$ cat config.mk
export PLATFORM = sky130hd
export DESIGN_NAME = change_dispenser
export DESIGN_NICKNAME = d
export VERILOG_FILES = /design/src/rtl/change_disp_pkg.sv /design/src/rtl/change_dispenser_eject_timer.sv /design/src/rtl/change_dispenser.sv
export SDC_FILE = /design/constraint.sdc
export NUM_CORES = 1
export LEC_CHECK = 0
export CORE_MARGIN = 2
export CORE_UTILIZATION = 45
export DETAILED_ROUTE_END_ITERATION = 16
export PLACE_DENSITY_LB_ADDON = 0.12
export SETUP_SLACK_MARGIN = 0.05
export SKIP_LAST_GASP = 1
export SYNTH_ARGS = -nofsm -noshare
export SYNTH_HDL_FRONTEND = slang
export SYNTH_SLANG_ARGS = --single-unit
$ cat constraint.sdc
create_clock -name clk -period 2.02 [get_ports clk]
set_clock_uncertainty 0.15 [all_clocks]
set_input_delay 0.404 -clock clk [delete_from_list [all_inputs] [get_ports clk]]
set_output_delay 0.404 -clock clk [all_outputs]
set_load 0.05 [all_outputs]
$ cat src/rtl/change_disp_pkg.sv
// Shared types and constants for the change dispenser.
// Coin values are counted in Rs.5 units.
package change_disp_pkg;

    typedef enum logic [1:0] {
        CHNG_NONE = 2'b00,
        CHNG_5    = 2'b01,
        CHNG_10   = 2'b10,
        CHNG_15   = 2'b11
    } chng_code_t;

    typedef enum logic [2:0] {
        ST_IDLE,
        ST_PRD_DROP,
        ST_COIN_SEL,
        ST_COIN_PULSE,
        ST_COIN_WAIT,
        ST_DONE,
        ST_FAULT
    } disp_state_t;

    localparam logic [2:0] PRD_NONE = 3'b000;
    localparam logic [1:0] COIN5    = 2'd1;
    localparam logic [1:0] COIN10   = 2'd2;

    typedef struct packed {
        logic [2:0] prd;
        logic [1:0] rem;
    } vend_t;

    function automatic logic [1:0] sat_add2(input logic [1:0] a, input logic [1:0] b);
        logic [2:0] s;
        s = {1'b0, a} + {1'b0, b};
        return s[2] ? 2'd3 : s[1:0];
    endfunction

endpackage

$ cat src/rtl/change_dispenser_eject_timer.sv
// Per-coin eject pulse width counter plus ack-timeout counter.
// Latency: pulse_on rises the cycle after start; timed_out in cycle ACK_TIMEOUT of the pulse.
// Backpressure: none; ack or timeout stops both counters until the next start.
module eject_timer #(
    parameter int PULSE_W     = 2,
    parameter int ACK_TIMEOUT = 16
) (
    input  logic clk,
    input  logic rst,
    input  logic start,
    input  logic ack,
    output logic pulse_on,
    output logic timed_out
);
    localparam logic [7:0] PW  = 8'(PULSE_W);
    localparam logic [7:0] TMO = 8'(ACK_TIMEOUT);

    logic [7:0] cnt_q, cnt_d;
    logic       act_q, act_d;
    logic       pulse_q, pulse_d;

    assign timed_out = act_q && (cnt_q == TMO);
    assign pulse_on  = pulse_q;

    // cnt_q holds the 1-based cycle index of the current pulse/wait window
    always_comb begin
        cnt_d   = cnt_q;
        act_d   = act_q;
        pulse_d = pulse_q;
        if (start) begin
            act_d   = 1'b1;
            pulse_d = 1'b1;
            cnt_d   = 8'd1;
        end else if (ack || timed_out) begin
            act_d   = 1'b0;
            pulse_d = 1'b0;
        end else if (act_q) begin
            cnt_d = cnt_q + 8'd1;
            if (cnt_q == PW) begin
                pulse_d = 1'b0;
            end
        end
    end

    always_ff @(posedge clk or posedge rst) begin
        if (rst) begin
            cnt_q   <= '0;
            act_q   <= 1'b0;
            pulse_q <= 1'b0;
        end else begin
            cnt_q   <= cnt_d;
            act_q   <= act_d;
            pulse_q <= pulse_d;
        end
    end

endmodule

$ cat src/rtl/change_dispenser.sv
// Turns one vend result into a timed product drop then handshaked coin ejects (HOPPER_FALLBACK_EN: pay 5s when Rs.10 hopper empty).
// Latency: done in cycle PRD_TIME+1 after the vend_vld cycle for product-only vends.
// Backpressure: vend_vld is dropped while busy; a missing coin_ack ends in sticky fault until fault_clr.
module change_dispenser
    import change_disp_pkg::*;
#(
    parameter int PRD_TIME    = 4,
    parameter int PULSE_W     = 2,
    parameter int ACK_TIMEOUT = 16
) (
    input  logic       clk,
    input  logic       rst,
    input  logic       vend_vld,
    input  logic [2:0] prd_in,
    input  logic [1:0] chng_in,
    input  logic       coin_ack,
    input  logic       empty10,
    input  logic       fault_clr,
    output logic [2:0] prd_motor,
    output logic       eject5,
    output logic       eject10,
    output logic       busy,
    output logic       done,
    output logic       fault,
    output logic [1:0] paid_amt
);
    localparam logic [3:0] DROP_LAST = 4'(PRD_TIME);

    disp_state_t state_q, state_d;
    vend_t       vend_q, vend_d;
    logic [1:0]  paid_q, paid_d;
    logic        coin10_q, coin10_d;
    logic [3:0]  drop_cnt_q, drop_cnt_d;

    logic tmr_start, ack_ok, pulse_on, timed_out, use10;

    assign tmr_start = (state_q == ST_COIN_SEL);
    assign ack_ok    = coin_ack && ((state_q == ST_COIN_PULSE) || (state_q == ST_COIN_WAIT));

`ifdef HOPPER_FALLBACK_EN
    assign use10 = (vend_q.rem >= COIN10) && !empty10;
`else
    logic unused_empty10;
    assign unused_empty10 = empty10;
    assign use10          = (vend_q.rem >= COIN10);
`endif

    eject_timer #(
        .PULSE_W     (PULSE_W),
        .ACK_TIMEOUT (ACK_TIMEOUT)
    ) u_eject_timer (
        .clk       (clk),
        .rst       (rst),
        .start     (tmr_start),
        .ack       (ack_ok),
        .pulse_on  (pulse_on),
        .timed_out (timed_out)
    );

    always_ff @(posedge clk or posedge rst) begin
        if (rst) begin
            state_q <= ST_IDLE;
        end else begin
            state_q <= state_d;
        end
    end

    always_comb begin
        state_d = state_q;
        case (state_q)
            ST_IDLE: begin
                if (vend_vld) begin
                    if (prd_in != PRD_NONE)                     state_d = ST_PRD_DROP;
                    else if (chng_code_t'(chng_in) != CHNG_NONE) state_d = ST_COIN_SEL;
                    else                                        state_d = ST_DONE;
                end
            end
            ST_PRD_DROP: begin
                if (drop_cnt_q == DROP_LAST) begin
                    state_d = (vend_q.rem != 2'd0) ? ST_COIN_SEL : ST_DONE;
                end
            end
            ST_COIN_SEL: state_d = ST_COIN_PULSE;
            ST_COIN_PULSE: begin
                if (ack_ok)         state_d = (vend_q.rem != 2'd0) ? ST_COIN_SEL : ST_DONE;
                else if (timed_out) state_d = ST_FAULT;
                else if (!pulse_on) state_d = ST_COIN_WAIT;
            end
            ST_COIN_WAIT: begin
                if (ack_ok)         state_d = (vend_q.rem != 2'd0) ? ST_COIN_SEL : ST_DONE;
                else if (timed_out) state_d = ST_FAULT;
            end
            ST_DONE:  state_d = ST_IDLE;
            ST_FAULT: if (fault_clr) state_d = ST_IDLE;
            default:  state_d = ST_IDLE;
        endcase
    end

    // vend_q.rem is already decremented by COIN_SEL, so it is what remains after the coin in flight
    always_comb begin
        vend_d     = vend_q;
        paid_d     = paid_q;
        coin10_d   = coin10_q;
        drop_cnt_d = drop_cnt_q;
        case (state_q)
            ST_IDLE: begin
                if (vend_vld) begin
                    vend_d.prd = prd_in;
                    vend_d.rem = chng_in;
                    paid_d     = 2'd0;
                    drop_cnt_d = 4'd1;
                end
            end
            ST_PRD_DROP: drop_cnt_d = drop_cnt_q + 4'd1;
            ST_COIN_SEL: begin
                coin10_d   = use10;
                vend_d.rem = vend_q.rem - (use10 ? COIN10 : COIN5);
            end
            ST_COIN_PULSE, ST_COIN_WAIT: begin
                if (ack_ok) begin
                    paid_d = sat_add2(paid_q, coin10_q ? COIN10 : COIN5);
                end
            end
            ST_FAULT: if (fault_clr) vend_d.rem = 2'd0;
            default: ;
        endcase
    end

    always_ff @(posedge clk or posedge rst) begin
        if (rst) begin
            vend_q     <= '0;
            paid_q     <= 2'd0;
            coin10_q   <= 1'b0;
            drop_cnt_q <= 4'd0;
        end else begin
            vend_q     <= vend_d;
            paid_q     <= paid_d;
            coin10_q   <= coin10_d;
            drop_cnt_q <= drop_cnt_d;
        end
    end

    always_comb begin
        prd_motor = (state_q == ST_PRD_DROP) ? vend_q.prd : PRD_NONE;
        eject5    = (state_q == ST_COIN_PULSE) && pulse_on && !coin10_q;
        eject10   = (state_q == ST_COIN_PULSE) && pulse_on && coin10_q;
        busy      = (state_q != ST_IDLE);
        done      = (state_q == ST_DONE);
        fault     = (state_q == ST_FAULT);
        paid_amt  = paid_q;
    end

endmodule

Yosys cells after proc, flatten, opt, wreduce, memory -nomap -nowiden. Index checks and enable logic that the tools add are counted.

Flip-flop bits (word level): 25. Output and inout port bits: 10. Input bits: 11. Logic and storage cells: 91.

Muxes and demuxes: 33. Eq/ne operators: 16. $add $sub $neg: 4. Order comparisons: 1. Reduce and logical (&&, ||, !) cells: 28.

Operators with widths (number): $mux 3 (12); $mux 8 (3); $pmux 3 s6 (1); $reduce_bool 3->1 (5); $mux 2 (7); $reduce_bool 2->1 (6); $eq 3x3->1 const B (3); $add 8x1->8 const B (1); $eq 8x2->1 const B (1); $eq 8x5->1 const B (1); $ne 2x2->1 const B (4); $pmux 4 s2 (1); $reduce_and 2->1 (4); $eq 3x2->1 const B (2); $mux 1 (6); $pmux 2 s3 (1); $reduce_and 3->1 (2); $logic_and 1x1->1 (5); $reduce_and 5->1 (1); $add 4x1->4 const B (1); $eq 4x3->1 const B (1); $mux 4 (1); $ne 4x2->1 const B (1); $pmux 2 s2 (1); other kinds (10) (11).

Depth between registers and ports, before layout. Gate-level depths: netlist (run 1).

Word-level depth: 6. Mapped depth: 7. Depth with buffers taken out: 7.

By module. From an unflattened synthesis (run 1), not the netlist that was laid out.

Cells, all modules: 192. Area, all modules: 1689.1 um^2.

By module, submodules not included: change_dispenser (times used 1, seq. area each 375.4 um^2, cells an instance 130, area each 1091.0 um^2); eject_timer (times used 1, seq. area each 250.2 um^2, cells an instance 62, area each 598.1 um^2).

Worst setup path before layout (run 1). OpenSTA, ideal clock, no wires.

Kind: register to output. Start point: reg state_q[0]. End point: out fault. Path buffers: 2. Data arrival time: 1.553 ns. Cell stages (with the launch flop): 5. Path slack: -0.087 ns. Required time: 1.466 ns. Path through: dfrtp_1 buf_2 nand2b_1 clkbuf_1 nor2_1.

Word-level cells in the longest chain between the ends: 1.

Ends and longest elaborated chain: from (decl) (line change_dispenser.sv:29) `disp_state_t state_q, state_d;`; from (signal assigned) (line change_dispenser.sv:64) `state_q <= state_d;`; $eq 3x3->1 (line change_dispenser.sv:149) `fault = (state_q == ST_FAULT);`; to (decl) (line change_dispenser.sv:24) `output logic fault,`.

Every way passes these cells.

Worst setup path after layout (run 1).
Start point: reg state_q[2]. End point: out eject10.

Word-level cells in the longest chain between the ends: 3.

Ends and longest elaborated chain: $eq 3x2->1 (line change_dispenser.sv:146) `eject10 = (state_q == ST_COIN_PULSE) && pulse_on && coin10_q;`; $logic_and 1x1->1 (2 in series) (line change_dispenser.sv:146); to (decl) (line change_dispenser.sv:21) `output logic eject10,`.

Every way passes these cells.

==> impl_metrics.tcl, run 1 <==
set metrics [dict create \
    status "complete, but fails checks" \
    violations "setup timing" \
    post_dp_cell_area_um2 2060 \
    grt_pass1_wl_um 6710 \
    arrival_ps 1490 \
    synth_top_area_share 0.380 \
    antenna_found_initial 0 \
    grt_pass1_vias 1495 \
    start_util 0.482 \
    ios 21 \
    yosysUniqueCellTypes 45 \
    slew_violations 0 \
    dp_hpwl_um 2890 \
    cts_tree "yes" \
    ys_seq_area_frac 0.380 \
    fin_ws_ps -24.0 \
    core_region_area_um2 3420 \
    yosys_warnings 0 \
    synthesis.area_um2 1650 \
    vias 1477 \
    required_ps 1470 \
    ir_drop_mv 0.853 \
    grtUsageTotal 0.205 \
    clock_sinks 25 \
    drtAntennaViolNets 0 \
    drive_gt1_frac 0.327 \
    clkSlewWorstSetupHoldPaths_ps 150 \
    die_area_um2 4160 \
    io_buffers 19 \
    final_nets 248 \
    hold_viol_final 0 \
    wire_per_inst_um 14.5 \
    hp-class "in -> async" \
    synth_top_cell_by_area "dfrtp_1" \
    cts_hold_buffers 0 \
    max_freq_mhz 489 \
    avgSynthCellArea_um2 9.26 \
    final_cell_area_um2 2280 \
    async_flop_share 1.00 \
    diodes 0 \
    die_h_um 64.5 \
    cts_root_buf "clkbuf_4" \
    core.rowCount 21 \
    crit_type "reg -> out" \
    drt-initial-drc-count 101 \
    final_cells 272 \
    crit_path_start_kind "register" \
    path_max_fanout 5 \
    cts_buffers 3 \
    ys.flop_type "dfrtp_1" \
    final_util 0.667 \
    max_slew_margin 0.773 \
    clockBufferDepth 2 \
    routed_via_density 5.43 \
    worstSkewPairLatency_ps 330 \
    die_w_um 64.5 \
    grt_start_max_net_pins 26 \
    ys_seq_elements 25 \
    synth_most_common_cell "dfrtp_1" \
    leakage_nw 1.04 \
    wl_um 3950 \
    cap_violations 0 \
    ys_top_cells_by_area "dfrtp_1 (38%), ha_1 (6.8%), nor2_1 (5.0%), o21ai_0 (3.3%), nand2_1 (3.2%)" \
    gr-total-overflow 0 \
    place_inst 252 \
    fillers 283 \
    synth_edf_count 0 \
    synth_nets 199 \
    first_pass_iters 4 \
    whs_ps 244 \
    synth_commonest_cells "dfrtp_1 (25), nor2_1 (22), nand2_1 (14)" \
    setup_viol 2 \
    power_density_nw_per_um2 1450 \
    area_growth_pct 38.3 \
    cts.htree.levels 1 \
    gp_congestion 0.911 \
    fin_crit_sh 1.01 \
    period_minus_slack_ps 2040 \
    drcViolationCount 0 \
    netlist_instances 178 \
    grt_setup_unrepaired "yes" \
    end_kind "output pin" \
    worst_pin_slew_ps 337 \
]
## through the flow
step                      power [W]  TNS (ps)  setup WS, ps
after floorplan             0.00212         0          69.9
after global placement      0.00273      -277         -62.2
after detailed placement    0.00281      -527         -87.4
after CTS                   0.00325     -37.9         -16.2
after global routing        0.00355      -347         -90.2
final                       0.00330     -37.7         -24.0
## logic make-up after synthesis
group | after synthesis | synth area share
DFF | 25 | 0.380
and+or+nand+nor | 80 | 0.276
muxes | 7 | 0.0456
adders and majority gates | 10 | 0.0805
buffers and inverters | 18 | 0.0456
AOI/OAI and AO/OA | 33 | 0.147
xor gates and xnor gates | 5 | 0.0266
## layer usage
| metal | share of wire | vias to the layer above | track usage |
|---|---|---|---|
| met4 | 0.0046 | 0 | 0.0505 |
| met3 | 0.048 | 2 | 0.0365 |
| li1 | - | 724 | - |
| met2 | 0.52 | 41 | 0.353 |
| met5 | 0 | - | 0 |
| met1 | 0.43 | 710 | 0.266 |
## worst max-delay path, stage by stage, from the launching register on
cell and delay [ps]:
dfrtp_2 470, nand4b_1 310, nor2_2 230, buf_12 150
## cell usage in the layout (no fill, tap or decap), types with 4 or more instances in the layout
cell type / n
ha_1: 9
buf_4: 29
buf_12: 9
nor2_1: 17
nand3_1: 9
dfrtp_1: 21
mux2_2: 4
clkdlybuf4s50_1: 9
xor2_1: 4
nand4_1: 4
inv_1: 11
a21oi_1: 6
o21ai_0: 11
nand2_1: 12
and3_1: 4
dfrtp_2: 4
## layout make-up
| cell class | count | area [um^2] | area share |
|---|---|---|---|
| Multi-Input combinational cell | 135 | 992 | 0.435 |
| Tap cell | 46 | 57.6 | 0.0252 |
| Timing Repair Buffer | 50 | 522 | 0.229 |
| Clock inverter | 1 | 8.76 | 0.00384 |
| Inverter | 12 | 46.3 | 0.0203 |
| Sequential cell | 25 | 631 | 0.277 |
| Clock buffer | 3 | 22.5 | 0.00988 |
## report_power, final
group | switching (W) | internal, W | leakage, nW
clock | 0.000168 | 0.0000808 | 0.0183
sequential | 0.000211 | 0.000711 | 0.309
combinational | 0.00112 | 0.00101 | 0.710
total | 0.00150 | 0.00181 | 1.04
## flip-flops by register name, indices dropped and copies added (netlist names)
| name | flops |
|---|---|
| paid_amt | 2 |
| coin10_q | 1 |
| vend_q | 5 |
| u_eject_timer.pulse_on | 1 |
| state_q | 3 |
| drop_cnt_q | 4 |
| u_eject_timer.cnt_q | 8 |
| u_eject_timer.act_q | 1 |
## path summary, 6_finish.rpt
path	start	to	slack (ps)	cells after the start
min	rst	paid_amt[0]	240	3
max	state_q[2]	eject10	-20	3
min in group clk	drop_cnt_q[3]	drop_cnt_q[3]	370	1
max in group asynchronous	rst	state_q[0]	1220	3
max reg2reg	state_q[2]	state_q[1]	130	7
min reg2reg	drop_cnt_q[3]	drop_cnt_q[3]	370	1
## what timing repair did
action	in CTS	in global routing
endpoints found under the setup margin	8	13
resized for setup	12	8
pin swaps	2	4
endpoints found under the hold margin	0	0
setup buffers	10	7
(Power assumes the default switching activity.)
==> run 2, diff against run 1 <==
- CORE_UTILIZATION: 45 -> 35
==> impl_metrics.tcl, run 2 (synthesized netlist as in run 1, its figures left out) <==
set metrics [dict create \
    clkPwrFrac 0.095 \
    core_region_area_um2 4440 \
    p_int_w 0.00178 \
    max_freq_mhz 515 \
    die_w_um 72.6 \
    die_area_um2 5270 \
    cts_tree "yes" \
    crit_type "reg -> out" \
    final_cells 269 \
    cap_violations 0 \
    timing.critical_path.buf_inv 1 \
    clock_sinks 25 \
    wl_um 4050 \
    cp_slowest_cell "dfrtp_2" \
    hold_viol_final 0 \
    post_dp_cell_area_um2 2070 \
    required_ps 1470 \
    drt-initial-drc-count 55 \
    grt_pass1_vias 1432 \
    gr-total-overflow 0 \
    clkSlewWorstSetupHoldPaths_ps 90 \
    setup_viol 0 \
    fillers 440 \
    cts_root_buf "clkbuf_8" \
    final_cell_area_um2 2200 \
    p_seq_frac 0.293 \
    ios 21 \
    place_inst 258 \
    wl_met1_um 1720 \
    met3WireLength_um 178 \
    crit_chain "nand2b_4 -> nor2_4 -> and2_4 -> buf_12" \
    combPwrFrac 0.613 \
    final_nets 239 \
    p_sw_frac 0.449 \
    die_h_um 72.6 \
    power_density_nw_per_um2 1470 \
    crit_path_start_kind "register" \
    drive_gt1_frac 0.286 \
    core.rowCount 24 \
    clockBufferDepth 2 \
    area_growth_pct 33.3 \
    max_slew_margin 0.781 \
    grtUsageTotal 0.173 \
    dp_hpwl_um 3010 \
    largest_reg_flops 8 \
    largestRegisters "u_eject_timer.cnt_q: 8 flops, vend_q: 5 flops, drop_cnt_q: 4 flops" \
    met2WireLength_um 2100 \
    final_common_cell "buf_4" \
    slew_violations 0 \
    drtAntennaViolNets 0 \
    p_switching_w 0.00146 \
    worst_pin_slew_ps 329 \
    grt_pass1_wl_um 7110 \
    ir_drop_mv 0.949 \
    arrival_ps 1390 \
    routed_via_density 5.39 \
    antenna_found_initial 0 \
    max_flop_register "u_eject_timer.cnt_q" \
    finalSetupTns_ps 0 \
    cts.htree.levels 1 \
    start_util 0.371 \
    grt_setup_unrepaired "yes" \
    cts_buffers 3 \
    end_kind "output pin" \
    path_max_fanout 6 \
    leakage_nw 0.993 \
    critPathMaxStageDelay_ps 470 \
    fin_crit_sh 0.961 \
    worstSkewPairLatency_ps 270 \
    layout_common_cells "buf_4 (24), dfrtp_1 (21), nor2_1 (17), nand2_1 (14)" \
    status "finished, final reports clean" \
    diodes 0 \
    cts_hold_buffers 0 \
    grt_start_max_net_pins 26 \
    vias 1450 \
    wire_per_inst_um 15.1 \
    drcViolationCount 0 \
    io_buffers 19 \
    critPathTopFamily "simple AND/OR/NAND/NOR gates" \
    hp-class "in -> async" \
    routed.top_layer "met4" \
    period_minus_slack_ps 1940 \
    gp_congestion 0.833 \
    first_pass_iters 4 \
    r2r_slack_ps 170 \
]
-- run 2: cell types whose count changed in the layout (fill, tap and decap cells not counted), moves of 2 or more --
| cell | previous run | this run |
|---|---|---|
| buf_4 | 29 | 24 |
| buf_6 | 3 | 0 |
| clkbuf_4 | 3 | 0 |
| clkbuf_8 | 0 | 3 |
| and2_2 | 2 | 0 |
| and2_4 | 1 | 3 |
| nand2_1 | 12 | 14 |
| nor2_2 | 3 | 5 |
| nor2_4 | 3 | 1 |
-- run 2: final cells by class --
| cell class | count | area, um^2 | share of cell area |
|---|---|---|---|
| flip-flops and latches | 25 | 631 | 0.287 |
| repair buffers | 41 | 430 | 0.196 |
| multi-input cells | 135 | 980 | 0.446 |
| inverters | 12 | 46.3 | 0.0211 |
| well taps | 52 | 65.1 | 0.0296 |
| clock buffers | 4 | 45.0 | 0.0205 |
-- run 2: worst paths after layout --
kind,cells past startpoint,end,start
hold reg to reg,1,vend_q[3],vend_q[3]
hold / removal,3,u_eject_timer.pulse_on,rst
setup / recovery,4,prd_motor[2],state_q[1]
min in group clk,1,vend_q[3],vend_q[3]
max in group asynchronous,3,state_q[2],rst
setup reg to reg,7,paid_amt[1],state_q[1]
-- run 2: timing repair --
item,in CTS,in global routing
buffers inserted,2,5
setup endpoints to repair,8,13
cloned,0,0
resized for setup,10,4
pin swaps,0,3
-- run 2: worst min-delay path, cell delays in order --
cell and delay [ps]:
clkdlybuf4s50_1 390, inv_1 50, buf_4 310
-- run 2: power groups by stage --
stage	sequential [W]	clock [W]	combinational [W]
floorplan	0.000903	0	0.00122
global placement	0.000941	0	0.00181
detailed placement	0.000950	0	0.00187
CTS	0.000951	0.000312	0.00193
global route	0.000989	0.000334	0.00220
finish	0.000949	0.000307	0.00198
-- run 2: layer usage --
layer,vias to the layer above,GRT usage
li1,708,-
met1,702,0.220
met2,38,0.295
met3,2,0.0387
met4,0,0.0494
met5,-,0
-- run 2: metrics by stage --
stage / power (W) / worst slack, ps / hold WS (ps) / util
2_1_floorplan: 0.00212 / 69.9 / 281 / -
3_3_place_gp: 0.00275 / -65.4 / 335 / 0.465
3_5_place_dp: 0.00282 / -81.6 / 335 / 0.465
4_1_cts: 0.00319 / 70.1 / 343 / 0.485
5_1_grt: 0.00352 / 12.5 / 378 / 0.494
6_report: 0.00324 / 79.0 / 324 / 0.494
